**src/rtl/cpu_pkg.sv**
```systemverilog
// Shared CPU definitions: instruction-memory geometry, fetch FSM encoding and
// the instruction word type used by the fetch stage.
package cpu_pkg;

    localparam int ADDR_W = 6;

    localparam logic [ADDR_W-1:0] RESET_PC = 6'd0;
    localparam logic [ADDR_W-1:0] LAST_PC  = 6'd44;
    localparam logic [ADDR_W-1:0] PC_STEP  = 6'd4;

    typedef logic [31:0]       instr_t;
    typedef logic [ADDR_W-1:0] addr_t;

    typedef enum logic [1:0] {
        RUN,
        DRAIN,
        DONE,
        FAULT
    } fetch_state_t;

    // A redirect target must be word aligned and inside the program image.
    function automatic logic bad_target(input addr_t target);
        return (target[1:0] != 2'b00) || (target > LAST_PC);
    endfunction

endpackage

```
**src/rtl/fetch_skid_buf.sv**
```systemverilog
// One-entry holding register for an instruction word and its address, used to
// park the in-flight memory word while decode is stalled.
module fetch_skid_buf
    import cpu_pkg::*;
(
    input  logic              clk,
    input  logic              rst,
    input  logic              load,
    input  logic              clear,
    input  logic [31:0]       load_data,
    input  logic [ADDR_W-1:0] load_pc,
    output logic              valid,
    output logic [31:0]       data,
    output logic [ADDR_W-1:0] pc
);

    // NOTE: sequential state uses non-blocking assignments so every register
    // samples pre-edge values regardless of block evaluation order.
    always_ff @(posedge clk or posedge rst) begin
        if (rst) begin
            valid <= 1'b0;
        end else if (clear) begin
            valid <= 1'b0;
        end else if (load) begin
            valid <= 1'b1;
        end
    end

    // NOTE: the payload is not reset; valid alone qualifies it, so a reset on
    // these wide registers would only cost routing.
    always_ff @(posedge clk) begin
        if (load) begin
            data <= load_data;
            pc   <= load_pc;
        end
    end

endmodule

```
**src/rtl/fetch_sequencer.sv**
```systemverilog
// Instruction fetch controller: owns the PC, tracks the one-cycle memory read
// latency, and hands words to decode through a valid/stall handshake.
module fetch_sequencer
    import cpu_pkg::*;
(
    input  logic              clk,
    input  logic              rst,
    output logic [ADDR_W-1:0] imem_addr,
    input  logic [31:0]       imem_data,
    input  logic              stall,
    input  logic              redirect_valid,
    input  logic [ADDR_W-1:0] redirect_pc,
    output logic [31:0]       instr,
    output logic [ADDR_W-1:0] instr_pc,
    output logic              instr_valid,
    output logic              done,
    output logic              fault
);

    fetch_state_t      state_q, state_d;
    logic [ADDR_W-1:0] pc_q, pc_d;
    logic              infl_q, infl_d;
    logic [ADDR_W-1:0] infl_pc_q, infl_pc_d;

    logic              skid_v;
    logic              skid_load;
    logic              skid_clear;
    logic [31:0]       skid_data;
    logic [ADDR_W-1:0] skid_pc;

    logic              active;
    logic              accept;

    fetch_skid_buf u_skid (
        .clk       (clk),
        .rst       (rst),
        .load      (skid_load),
        .clear     (skid_clear),
        .load_data (imem_data),
        .load_pc   (infl_pc_q),
        .valid     (skid_v),
        .data      (skid_data),
        .pc        (skid_pc)
    );

    assign imem_addr = pc_q;
    assign active    = (state_q == RUN) || (state_q == DRAIN);
    assign done      = (state_q == DONE);
    assign fault     = (state_q == FAULT);

    // The skid entry always takes precedence: it holds the older word.
    always_comb begin
        instr       = '0;
        instr_pc    = '0;
        instr_valid = 1'b0;
        if (active) begin
            if (skid_v) begin
                instr       = skid_data;
                instr_pc    = skid_pc;
                instr_valid = 1'b1;
            end else if (infl_q) begin
                instr       = imem_data;
                instr_pc    = infl_pc_q;
                instr_valid = 1'b1;
            end
        end
    end

    assign accept = instr_valid && !stall;

    // NOTE: every combinational output gets a default first so no path can
    // leave a variable unassigned and infer a latch.
    always_comb begin
        state_d    = state_q;
        pc_d       = pc_q;
        infl_d     = 1'b0;
        infl_pc_d  = infl_pc_q;
        skid_load  = 1'b0;
        skid_clear = 1'b0;

        if (active) begin
            if (redirect_valid) begin
                // Both buffered words belong to the abandoned path.
                skid_clear = 1'b1;
                if (bad_target(redirect_pc)) begin
                    state_d = FAULT;
                end else begin
                    pc_d    = redirect_pc;
                    state_d = RUN;
                end
            end else begin
                if (stall && infl_q && !skid_v) begin
                    skid_load = 1'b1;
                end
                if (skid_v && !stall) begin
                    skid_clear = 1'b1;
                end
                if (state_q == DRAIN && accept) begin
                    state_d = DONE;
                end
                if (state_q == RUN && !stall && !skid_v) begin
                    infl_d    = 1'b1;
                    infl_pc_d = pc_q;
                    if (pc_q == LAST_PC) begin
                        state_d = DRAIN;
                    end else begin
                        pc_d = pc_q + PC_STEP;
                    end
                end
            end
        end
    end

    always_ff @(posedge clk or posedge rst) begin
        if (rst) begin
            state_q <= RUN;
            pc_q    <= RESET_PC;
            infl_q  <= 1'b0;
        end else begin
            state_q <= state_d;
            pc_q    <= pc_d;
            infl_q  <= infl_d;
        end
    end

    always_ff @(posedge clk) begin
        infl_pc_q <= infl_pc_d;
    end

endmodule

```
**config.mk**
```make
export PLATFORM = sky130hd
export DESIGN_NAME = fetch_sequencer
export DESIGN_NICKNAME = d
export VERILOG_FILES = /design/src/rtl/cpu_pkg.sv /design/src/rtl/fetch_skid_buf.sv /design/src/rtl/fetch_sequencer.sv
export SDC_FILE = /design/constraint.sdc
export NUM_CORES = 1
export LEC_CHECK = 0
export ABC_CLOCK_PERIOD_IN_PS = 2400
export BUFFER_PORTS_ARGS = -buffer_cell sky130_fd_sc_hd__buf_2
export CAP_MARGIN = 20
export CELL_PAD_IN_SITES_DETAIL_PLACEMENT = 1
export CELL_PAD_IN_SITES_GLOBAL_PLACEMENT = 2
export CORE_MARGIN = 2
export CORE_UTILIZATION = 29
export DETAILED_ROUTE_END_ITERATION = 10
export GPL_TIMING_DRIVEN = 0
export PLACE_DENSITY = 0.87
export SYNTH_ARGS = -nofsm -noshare
export SYNTH_HDL_FRONTEND = slang
export SYNTH_SLANG_ARGS = --single-unit
```
**constraint.sdc**
```tcl
create_clock -name clk -period 2.4 [get_ports clk]
set_input_delay 0.24 -clock clk [delete_from_list [all_inputs] [get_ports clk]]
set_output_delay 0.24 -clock clk [all_outputs]
set_load 0.05 [all_outputs]
```
==> flow_summary.ini <==
[power]
leakage_nw = 1.285
p_per_area_mw_per_mm2 = 574.7
peakVddDrop_mv = 0.2227

[timing]
timing.fmax_mhz = 449.2
report.final.slew_viol_count = 0
hold_violations = 0
setup_slack_ns = 0.1738
period_share = 0.9276
hold-worst-slack_ns = 0.1306
fin_crit_ns = 2.226
worst_pin_slew_ns = 0.7886
finalClockSkew_ns = 0.004992
setup_viol = 0
slew_headroom = 0.4720

[synth]
synth.yosys.warnings = 0
synthMuxAreaShare = 0
syn_inst = 151
synth.distinct_cells = 34
synthesis.nets = 194
synth_xor_area_frac = 0
synth_top_family_by_area = compound AO/OA/AOI/OAI gates
synth_top_area_frac = 0.5641
synth_enable_flop_cells = 44
ys_seq_area_frac = 0.6709
synth_top_cell_by_area = edfxtp_1
synth_compound_area_frac = 0.1768
synthTopCellsByArea = edfxtp_1 (56%), a22o_1 (14%), dfrtp_1 (11%)
synth_ff_type = edfxtp_1
synth_area_per_cell_sq_um = 15.51
synth_fa_ha_area_frac = 0.005342
ys_async_sr_fraction = 0.1852
synth-simple-area-share = 0.1191
synth_area_sq_mm = 0.002342
ys_ff_latch = 54

[job]
drv_cap = 0

[die]
io_pins = 89
die_width_um = 93.87
die_area_sq_mm = 0.008812
die_h_um = 93.87
start_util = 0.3015
rows = 32
fp.coreArea_sq_mm = 0.007767

[critical_path]
r2r-end = u_skid.pc[5]
slowest_stage = dfrtp_1
crit_top_cell = buf_2
crit_arrival_ns = 1.99
r2r_cells = 5
crit_path_cell_trace = nor2b_1 -> and2b_1 -> buf_2 -> clkbuf_4 -> a22o_1 -> buf_2
cp-end-kind = output port
crit_path_start = state_q[1]
path_class = flop to output port
r2r_start = state_q[1]
max_stage_delay_ns = 0.43
cp.required_ns = 2.16
reg2reg_slack_ns = 0.28
path_max_fanout = 10
startpoint_type = flop
crit_end = instr[24]

[routing]
vias_per_cell = 4.871
wirelength_mm = 5.540
dr.pass1.iters = 4
wl_per_cell_um = 15.87
vias = 1700
drtAntennaViolNets = 0
first_iter_violations = 87
drc = 0

[global_route]
grt_usage = 0.1280
grt_pass1_wl_mm = 8.790
grt_pass1_vias = 1741
grt_max_degree = 39
overflow = 0
antenna_found_initial = 0

[clock_network]
cts_max_level = 2
path_clk_slew_ns = 0.09
clk_path_buf_depth = 2
cts_tree = yes
cts.sinks = 54
cts_buffers = 5
cts-root-buf = clkbuf_8
clock_latency_ns = 0.30

[place]
dp_hpwl_mm = 4.197
portBuffers = 88
pre_cts_slack_ns = -0.06156
place_inst = 341
gp_congestion = 0.7582

[hold_path]
hold_class = input pin to flop

[finish]
drive_above_1_share = 0.4575
finalNonFillerCells = 349
layout_commonest_cell = buf_2
multi_input_area_sq_um = 708.2
n_antenna_cell = 0
regArea_sq_mm = 0.001572
final_util = 0.3901
layout_common_cells = buf_2 (93), edfxtp_1 (44), a22o_1 (38)
nets = 290
fillers = 858
syn2layout_area_growth_pct = 29.38

[run_status]
status = complete, no violations
synthesized netlist by cell type, drive strengths merged, types with 3 or more instances:
library cell,instances
a22o,38
and2,5
buf,9
dfrtp,10
edfxtp,44
nor2,4
nor2b,5
nor3,6
nor3b,3
nor4b,4
o32ai,3
through the flow:
step / TNS, ns / total power [W] / cell area [sq um]
2_1_floorplan: 0 / 0.001114 / 2344
3_3_place_gp: -1.211 / 0.001176 / 2912
3_5_place_dp: -2.314 / 0.001182 / 2912
4_1_cts: 0 / 0.001768 / 3025
5_1_grt: -0.005574 / 0.001806 / 3030
6_report: 0 / 0.001742 / 3030
layout make-up:
cell class,instances,share of cell area
Sequential cell,54,0.5186
Buffer,10,0.02064
Tap cell,102,0.04211
Timing Repair Buffer,89,0.1486
Clock inverter,2,0.01115
Inverter,2,0.002477
Multi-Input combinational cell,85,0.2337
Clock buffer,5,0.02271
kinds of logic after synthesis:
family / count (synthesis)
AO/OA/AOI/OAI: 48
adder cells (fa/ha/maj): 1
buffers and inverters: 12
flip-flops: 54
AND/OR/NAND/NOR: 36
critical path, delay by kind of cell, from the launching register on:
kind / cells / cell delay [ns]
AOI/OAI and AO/OA: 1 / 0.17
and+or+nand+nor: 2 / 0.34
buffers and inverters: 3 / 0.74
DFF: 1 / 0.43
worst min-delay path by stage:
stage / start / endpoint / cells past startpoint
after floorplan: rst / imem_addr[0] / 1
after global placement: rst / state_q[1] / 2
after detailed placement: rst / state_q[1] / 2
after CTS: imem_data[1] / u_skid.data[1] / 1
after global routing: imem_data[11] / u_skid.data[11] / 1
final: imem_data[11] / u_skid.data[11] / 1
flip-flops by register name (all words and copies together) (netlist names):
register,cells
u_skid.valid,1
imem_addr,6
state_q,2
u_skid.data,32
u_skid.pc,6
infl_pc_q,6
infl_q,1
layer usage:
layer	global-route usage	wire length, um	up-vias
met4	0.03261	52	0
met1	0.1775	2583	828
met3	0.02568	307	6
met2	0.2054	2597	60
met5	0	0	-
li1	-	-	806
power breakdown:
part | total [W] | switching [W] | internal (W)
Sequential | 0.00103 | 0.0000158 | 0.00102
Combinational | 0.000124 | 0.0000716 | 0.0000525
Clock | 0.000583 | 0.000281 | 0.000302
timing repair:
item	4_1_cts	5_1_grt
setup endpoints to repair	38	7
endpoints found under the hold margin	10	0
setup buffers	0	0
resized for setup	1	2
hold buffers	1	0
Note: power is estimated with default switching activity, not from simulation.
